$ cat src/rtl/dequant_pkg.sv
// Shared widths, state encoding, zigzag map and saturation helper for the
// MJPEG dequantization stage.
package dequant_pkg;

   localparam int unsigned COEF_W   = 12;
   localparam int unsigned Q_W      = 8;
   localparam int unsigned OUT_W    = 16;
   localparam int unsigned PROD_W   = COEF_W + Q_W + 1;
   localparam int unsigned K_W      = 6;
   localparam int unsigned NUM_COEF = 64;

   localparam int OUT_MAX = (2 ** (OUT_W - 1)) - 1;
   localparam int OUT_MIN = -(2 ** (OUT_W - 1));

   typedef enum logic [1:0] {
      ST_IDLE = 2'd0,
      ST_RUN  = 2'd1,
      ST_FILL = 2'd2
   } state_e;

   // Zigzag scan index -> natural (row*8+col) address.
   localparam logic [K_W-1:0] ZZ [NUM_COEF] = '{
      6'd0,  6'd1,  6'd8,  6'd16, 6'd9,  6'd2,  6'd3,  6'd10,
      6'd17, 6'd24, 6'd32, 6'd25, 6'd18, 6'd11, 6'd4,  6'd5,
      6'd12, 6'd19, 6'd26, 6'd33, 6'd40, 6'd48, 6'd41, 6'd34,
      6'd27, 6'd20, 6'd13, 6'd6,  6'd7,  6'd14, 6'd21, 6'd28,
      6'd35, 6'd42, 6'd49, 6'd56, 6'd57, 6'd50, 6'd43, 6'd36,
      6'd29, 6'd22, 6'd15, 6'd23, 6'd30, 6'd37, 6'd44, 6'd51,
      6'd58, 6'd59, 6'd52, 6'd45, 6'd38, 6'd31, 6'd39, 6'd46,
      6'd53, 6'd60, 6'd61, 6'd54, 6'd47, 6'd55, 6'd62, 6'd63
   };

   function automatic logic signed [OUT_W-1:0] sat(input logic signed [PROD_W-1:0] p);
      if (p > PROD_W'(OUT_MAX))      return OUT_W'(OUT_MAX);
      else if (p < PROD_W'(OUT_MIN)) return OUT_W'(OUT_MIN);
      else                           return OUT_W'(p);
   endfunction

endpackage

$ cat src/rtl/dequant_qtab.sv
// Luma/chroma quantization tables: one write port, one asynchronous read port,
// every entry resets to 1 so an unprogrammed table is the identity.
module dequant_qtab
   import dequant_pkg::*;
(
   input  logic           clk,
   input  logic           rst_n,
   input  logic           wr_en,
   input  logic           wr_sel,
   input  logic [K_W-1:0] wr_addr,
   input  logic [Q_W-1:0] wr_data,
   input  logic           rd_sel,
   input  logic [K_W-1:0] rd_addr,
   output logic [Q_W-1:0] rd_data_c
);

   logic [Q_W-1:0] mem_q [2][NUM_COEF];
   logic [Q_W-1:0] mem_d [2][NUM_COEF];

   always_comb begin
      mem_d = mem_q;
      if (wr_en) mem_d[wr_sel][wr_addr] = wr_data;
   end

   always_ff @(posedge clk or negedge rst_n) begin
      if (!rst_n) begin
         for (int t = 0; t < 2; t++) begin
            for (int i = 0; i < NUM_COEF; i++) begin
               mem_q[t][i] <= Q_W'(1);
            end
         end
      end else begin
         mem_q <= mem_d;
      end
   end

   // Reads see the pre-edge contents, so a same-cycle write is not forwarded.
   assign rd_data_c = mem_q[rd_sel][rd_addr];

endmodule

$ cat src/rtl/dequant_ctrl.sv
// Dequantization sequencer: multiplies zigzag coefficients by the selected
// table, emits natural-order addresses and zero-fills after end-of-block.
module dequant_ctrl
   import dequant_pkg::*;
(
   input  logic                     clk,
   input  logic                     rst_n,
   input  logic                     qt_wr_en,
   input  logic                     qt_wr_sel,
   input  logic [K_W-1:0]           qt_wr_addr,
   input  logic [Q_W-1:0]           qt_wr_data,
   output logic                     qt_err,
   input  logic                     blk_start,
   input  logic                     blk_table,
   input  logic                     in_valid,
   output logic                     in_ready,
   input  logic signed [COEF_W-1:0] in_data,
   input  logic                     in_eob,
   output logic                     out_valid,
   input  logic                     out_ready,
   output logic signed [OUT_W-1:0]  out_data,
   output logic [K_W-1:0]           out_addr,
   output logic                     out_last,
   output logic                     busy
);

   state_e                   state_q, state_d;
   logic [K_W-1:0]           k_q, k_d;
   logic                     tsel_q, tsel_d;
   logic                     out_valid_q, out_valid_d;
   logic signed [OUT_W-1:0]  out_data_q, out_data_d;
   logic [K_W-1:0]           out_addr_q, out_addr_d;
   logic                     out_last_q, out_last_d;
   logic                     busy_q, busy_d;
   logic                     qt_err_q, qt_err_d;

   logic [Q_W-1:0]           q_c;
   logic signed [PROD_W-1:0] prod_c;
   logic                     drop_c, out_free_c, pend_last_c, accept_c, last_k_c;

   assign drop_c      = qt_wr_en && busy_q && (qt_wr_sel == tsel_q);
   assign out_free_c  = !out_valid_q || out_ready;
   assign pend_last_c = out_valid_q && out_last_q;
   assign in_ready    = (state_q == ST_RUN) && out_free_c && !pend_last_c;
   assign accept_c    = in_valid && in_ready;
   assign last_k_c    = (k_q == K_W'(NUM_COEF - 1));
   assign prod_c      = PROD_W'(in_data) * PROD_W'($signed({1'b0, q_c}));

   dequant_qtab u_qtab (
      .clk       (clk),
      .rst_n     (rst_n),
      .wr_en     (qt_wr_en && !drop_c),
      .wr_sel    (qt_wr_sel),
      .wr_addr   (qt_wr_addr),
      .wr_data   (qt_wr_data),
      .rd_sel    (tsel_q),
      .rd_addr   (k_q),
      .rd_data_c (q_c)
   );

   always_comb begin
      state_d     = state_q;
      k_d         = k_q;
      tsel_d      = tsel_q;
      out_valid_d = out_valid_q;
      out_data_d  = out_data_q;
      out_addr_d  = out_addr_q;
      out_last_d  = out_last_q;
      busy_d      = busy_q;
      qt_err_d    = drop_c;

      if (out_valid_q && out_ready) out_valid_d = 1'b0;

      case (state_q)
         ST_IDLE: begin
            if (blk_start) begin
               state_d = ST_RUN;
               k_d     = '0;
               tsel_d  = blk_table;
               busy_d  = 1'b1;
            end
         end
         ST_RUN: begin
            // Once the 64th entry is loaded, wait only for its handshake.
            if (pend_last_c) begin
               if (out_ready) begin
                  state_d = ST_IDLE;
                  busy_d  = 1'b0;
               end
            end else if (accept_c) begin
               out_valid_d = 1'b1;
               out_data_d  = sat(prod_c);
               out_addr_d  = ZZ[k_q];
               out_last_d  = last_k_c;
               k_d         = k_q + K_W'(1);
               if (in_eob && !last_k_c) state_d = ST_FILL;
            end
         end
         ST_FILL: begin
            if (pend_last_c) begin
               if (out_ready) begin
                  state_d = ST_IDLE;
                  busy_d  = 1'b0;
               end
            end else if (out_free_c) begin
               out_valid_d = 1'b1;
               out_data_d  = '0;
               out_addr_d  = ZZ[k_q];
               out_last_d  = last_k_c;
               k_d         = k_q + K_W'(1);
            end
         end
         default: state_d = ST_IDLE;
      endcase
   end

   always_ff @(posedge clk or negedge rst_n) begin
      if (!rst_n) begin
         state_q     <= ST_IDLE;
         k_q         <= '0;
         tsel_q      <= 1'b0;
         out_valid_q <= 1'b0;
         out_data_q  <= '0;
         out_addr_q  <= '0;
         out_last_q  <= 1'b0;
         busy_q      <= 1'b0;
         qt_err_q    <= 1'b0;
      end else begin
         state_q     <= state_d;
         k_q         <= k_d;
         tsel_q      <= tsel_d;
         out_valid_q <= out_valid_d;
         out_data_q  <= out_data_d;
         out_addr_q  <= out_addr_d;
         out_last_q  <= out_last_d;
         busy_q      <= busy_d;
         qt_err_q    <= qt_err_d;
      end
   end

   assign out_valid = out_valid_q;
   assign out_data  = out_data_q;
   assign out_addr  = out_addr_q;
   assign out_last  = out_last_q;
   assign busy      = busy_q;
   assign qt_err    = qt_err_q;

endmodule

$ cat config.mk
export PLATFORM = sky130hd
export DESIGN_NAME = dequant_ctrl
export DESIGN_NICKNAME = d
export VERILOG_FILES = /design/src/rtl/dequant_pkg.sv /design/src/rtl/dequant_qtab.sv /design/src/rtl/dequant_ctrl.sv
export SDC_FILE = /design/constraint.sdc
export NUM_CORES = 2
export LEC_CHECK = 0
export ABC_AREA = 1
export BUFFER_PORTS_ARGS = -buffer_cell sky130_fd_sc_hd__buf_2
export CAP_MARGIN = 20
export CORE_ASPECT_RATIO = 2
export CORE_MARGIN = 2
export CORE_UTILIZATION = 35
export DETAILED_ROUTE_END_ITERATION = 6
export PLACE_DENSITY = 0.55
export SLEW_MARGIN = 15
export SYNTH_ARGS = -nofsm -noshare
export SYNTH_HDL_FRONTEND = slang
export SYNTH_SLANG_ARGS = --single-unit
$ cat constraint.sdc
create_clock -name clk -period 8.6 [get_ports clk]
set_clock_uncertainty 0.15 [all_clocks]
set_input_delay 0 -clock clk [delete_from_list [all_inputs] [get_ports clk]]
set_output_delay 0 -clock clk [all_outputs]
set_load 0.01 [all_outputs]
==> impl_metrics.py <==
metrics = {
    "power_and_ir_drop": {
        "peakVddDrop_v": 0.000739,
        "power_mw": 27.8,
        "p_per_area_nw_per_um2": 466,
        "leakagePower_nw": 27.2,
    },
    "timing": {
        "min_period_over_period": 0.940,
        "fin_tns_setup_ns": 0,
        "final-max-slew-violation-count": 0,
        "clock.fmax_mhz": 124,
        "period_needed_ns": 8.08,
        "worstMarginPinSlew_ns": 1.19,
        "fin_ws_ns": 0.518,
        "setup_violations": 0,
        "slew_headroom": 0.204,
        "rsz0062_at_grt": "false",
        "holdWs_ns": 0.0743,
        "hold_viol": 0,
    },
    "clocking": {
        "cts_tree": "built",
        "cts-hold-fix-buffers": 33,
        "cts_made_buffers": 96,
        "cts_setup_buffers": 0,
        "cts.clk_slew.worst_paths_ns": 0.07,
        "max-clock-path-buffers": 3,
        "htree_levels": 3,
        "root_buffer": "clkbuf_16",
        "clk_latency_ns": 0.72,
        "cts_num_sinks": 1059,
        "cts_resized": 0,
    },
    "synth": {
        "syn_area_um2": 53800,
        "synth_most_common_cell": "nand2_1",
        "yosysUniqueCellTypes": 43,
        "synth_edf_count": 0,
        "synthArstFlopShare": 1.00,
        "ys.flop_type": "dfrtp_1",
        "synth_fp_nets": 6927,
        "syn_inst": 6754,
        "yosysSeqAreaShare": 0.496,
        "synth-seq-cells": 1059,
        "synthTopCellsByCount": "nand2_1 (1757), o21ai_0 (1354), dfrtp_1 (931)",
        "syn_area_per_cell_um2": 7.96,
        "synth_top_area_share": 0.433,
        "yosys_warnings": 0,
        "synth_area_leaders": "dfrtp_1 (43%), o21ai_0 (13%), nand2_1 (12%), dfstp_2 (6.3%), inv_1 (3.7%)",
        "yosys.area.top_type": "dfrtp_1",
    },
    "setup_path": {
        "worstPathArrival_ns": 8.59,
        "endpoint_kind": "flop",
        "r2r-end": "out_data[0]",
        "rrSetupSlack_ns": 0.52,
        "endpoint": "out_data[0]",
        "cp_common_cell": "nand2_1",
        "startpoint": "k_q[0]",
        "critPathKind": "flop to flop",
        "crit_required_ns": 9.11,
        "crit_cells": 33,
        "r2r_start": "k_q[0]",
        "slowest_delay_ns": 0.64,
        "slowest_stage": "dfrtp_4",
        "rr_worst_depth": 33,
        "crit_fanout": 36,
        "cp_num_buf_inv": 6,
        "start_kind": "flop",
        "cpLargestDelayFamily": "simple AND/OR/NAND/NOR gates",
    },
    "floorplanning": {
        "ios": 62,
        "row_count": 203,
        "die_y_um": 558,
        "coreArea_um2": 153000,
        "dieWidth_um": 281,
        "start_util": 0.352,
        "die_area_um2": 157000,
    },
    "route": {
        "first_iter_violations": 4139,
        "viasPerCell": 5.36,
        "vias": 46800,
        "drc": 0,
        "ant_nets": 0,
        "wire_per_inst_um": 23.4,
        "wl_mm": 204,
        "first_pass_iters": 5,
    },
    "grt": {
        "grt_pass1_vias": 46500,
        "grt_pass1_wl_mm": 304,
        "grt-ovfl-total": 0,
        "track_usage": 0.260,
        "grt_max_degree": 177,
        "antenna_found_initial": 8,
    },
    "job": {
        "cap_violations": 0,
    },
    "place": {
        "gp_congestion": 0.901,
        "hpwl_mm": 132,
        "port_buffers": 61,
        "place_ws_ns": 0.674,
    },
    "outcome": {
        "status": "completed",
    },
    "min_path": {
        "hold_class": "primary input to flop",
    },
    "final_layout": {
        "nNetsFinal": 6771,
        "drive_above_1_share": 0.0887,
        "area_growth_pct": 10.8,
    },
}
==> cell families (layout without fill, tap and decap cells) <==
logic type | after synthesis | count (layout) | synth area share
fa+ha+maj | 138 | 138 | 0.0430
flops | 1059 | 1059 | 0.496
xor+xnor | 14 | 14 | 0.00228
buf+inv | 1037 | 965 | 0.0792
compound gates | 1897 | 1897 | 0.182
simple gates | 2609 | 2609 | 0.198
other cells | 0 | 4 | 0
==> metrics by stage <==
| stage | utilization | std cells | area (µm²) |
|---|---|---|---|
| 6_report | 0.390 | 8736 | 59600 |
| 5_1_grt | 0.390 | 8736 | 59600 |
| 4_1_cts | 0.390 | 8731 | 59600 |
| 3_5_place_dp | 0.366 | 8516 | 55900 |
| 3_3_place_gp | 0.366 | 8513 | 55800 |
| 2_1_floorplan | - | 6754 | 53800 |
==> cells in the final DEF, fill, tap and decap left out, types with 102 or more instances in the layout <==
cell | synthesis | layout
dfrtp_1 | 931 | 927
o21ai_0 | 1354 | 1354
dfstp_2 | 128 | 128
nor2_1 | 505 | 504
o21ai_1 | 102 | 102
inv_1 | 533 | 523
a21oi_1 | 334 | 334
nand2_1 | 1757 | 1755
buf_4 | 27 | 102
nand3_1 | 163 | 163
==> worst reg2reg max path, delay by kind of cell (launching register included) <==
kind / cells / cell delay (ns)
fa+ha+maj: 5 / 2.33
compound gates: 3 / 0.94
flops: 1 / 0.64
buf+inv: 6 / 1.08
simple gates: 19 / 2.87
==> flip-flops by register name, indices dropped and copies added (netlist names) <==
register / flops
qt_err: 1
out_addr: 6
out_valid: 1
state_q: 2
busy: 1
out_last: 1
u_qtab.mem_q: 1024
k_q: 6
tsel_q: 1
out_data: 16
==> routing by layer <==
metal,GRT usage,part of all wire,up-vias
met5,0,0.00025,-
met4,0.205,0.090,8
met3,0.0379,0.059,645
met2,0.450,0.49,1790
met1,0.284,0.36,22800
li1,-,-,21600
==> where the power goes <==
group	internal, mW	switching [mW]
clock	2.52	2.12
sequential	5.65	0.329
combinational	5.48	11.7
==> how the worst min path moves through the flow <==
stage,startpoint,end,slack [ns],depth (start not counted)
after floorplan,rst_n,busy,-0.45,0
after global placement,rst_n,u_qtab.mem_q[564],-0.16,1
after detailed placement,rst_n,u_qtab.mem_q[564],-0.15,1
after CTS,qt_wr_addr[0],u_qtab.mem_q[495],0.04,5
after global routing,qt_wr_sel,qt_err,0.14,4
final,qt_wr_addr[0],u_qtab.mem_q[495],0.07,5
==> layout make-up <==
class                      instances  area (µm²)
clock inverter                    46         538
sequential                      1059       26700
inverter                         558        2140
multi-input combinational       4658       22900
antenna                            4        10.0
timing repair buffer             225        1970
tap                             2050        2560
fill                           15700       93100
clock buffer                     136        2810
(Power assumes the default switching activity.)
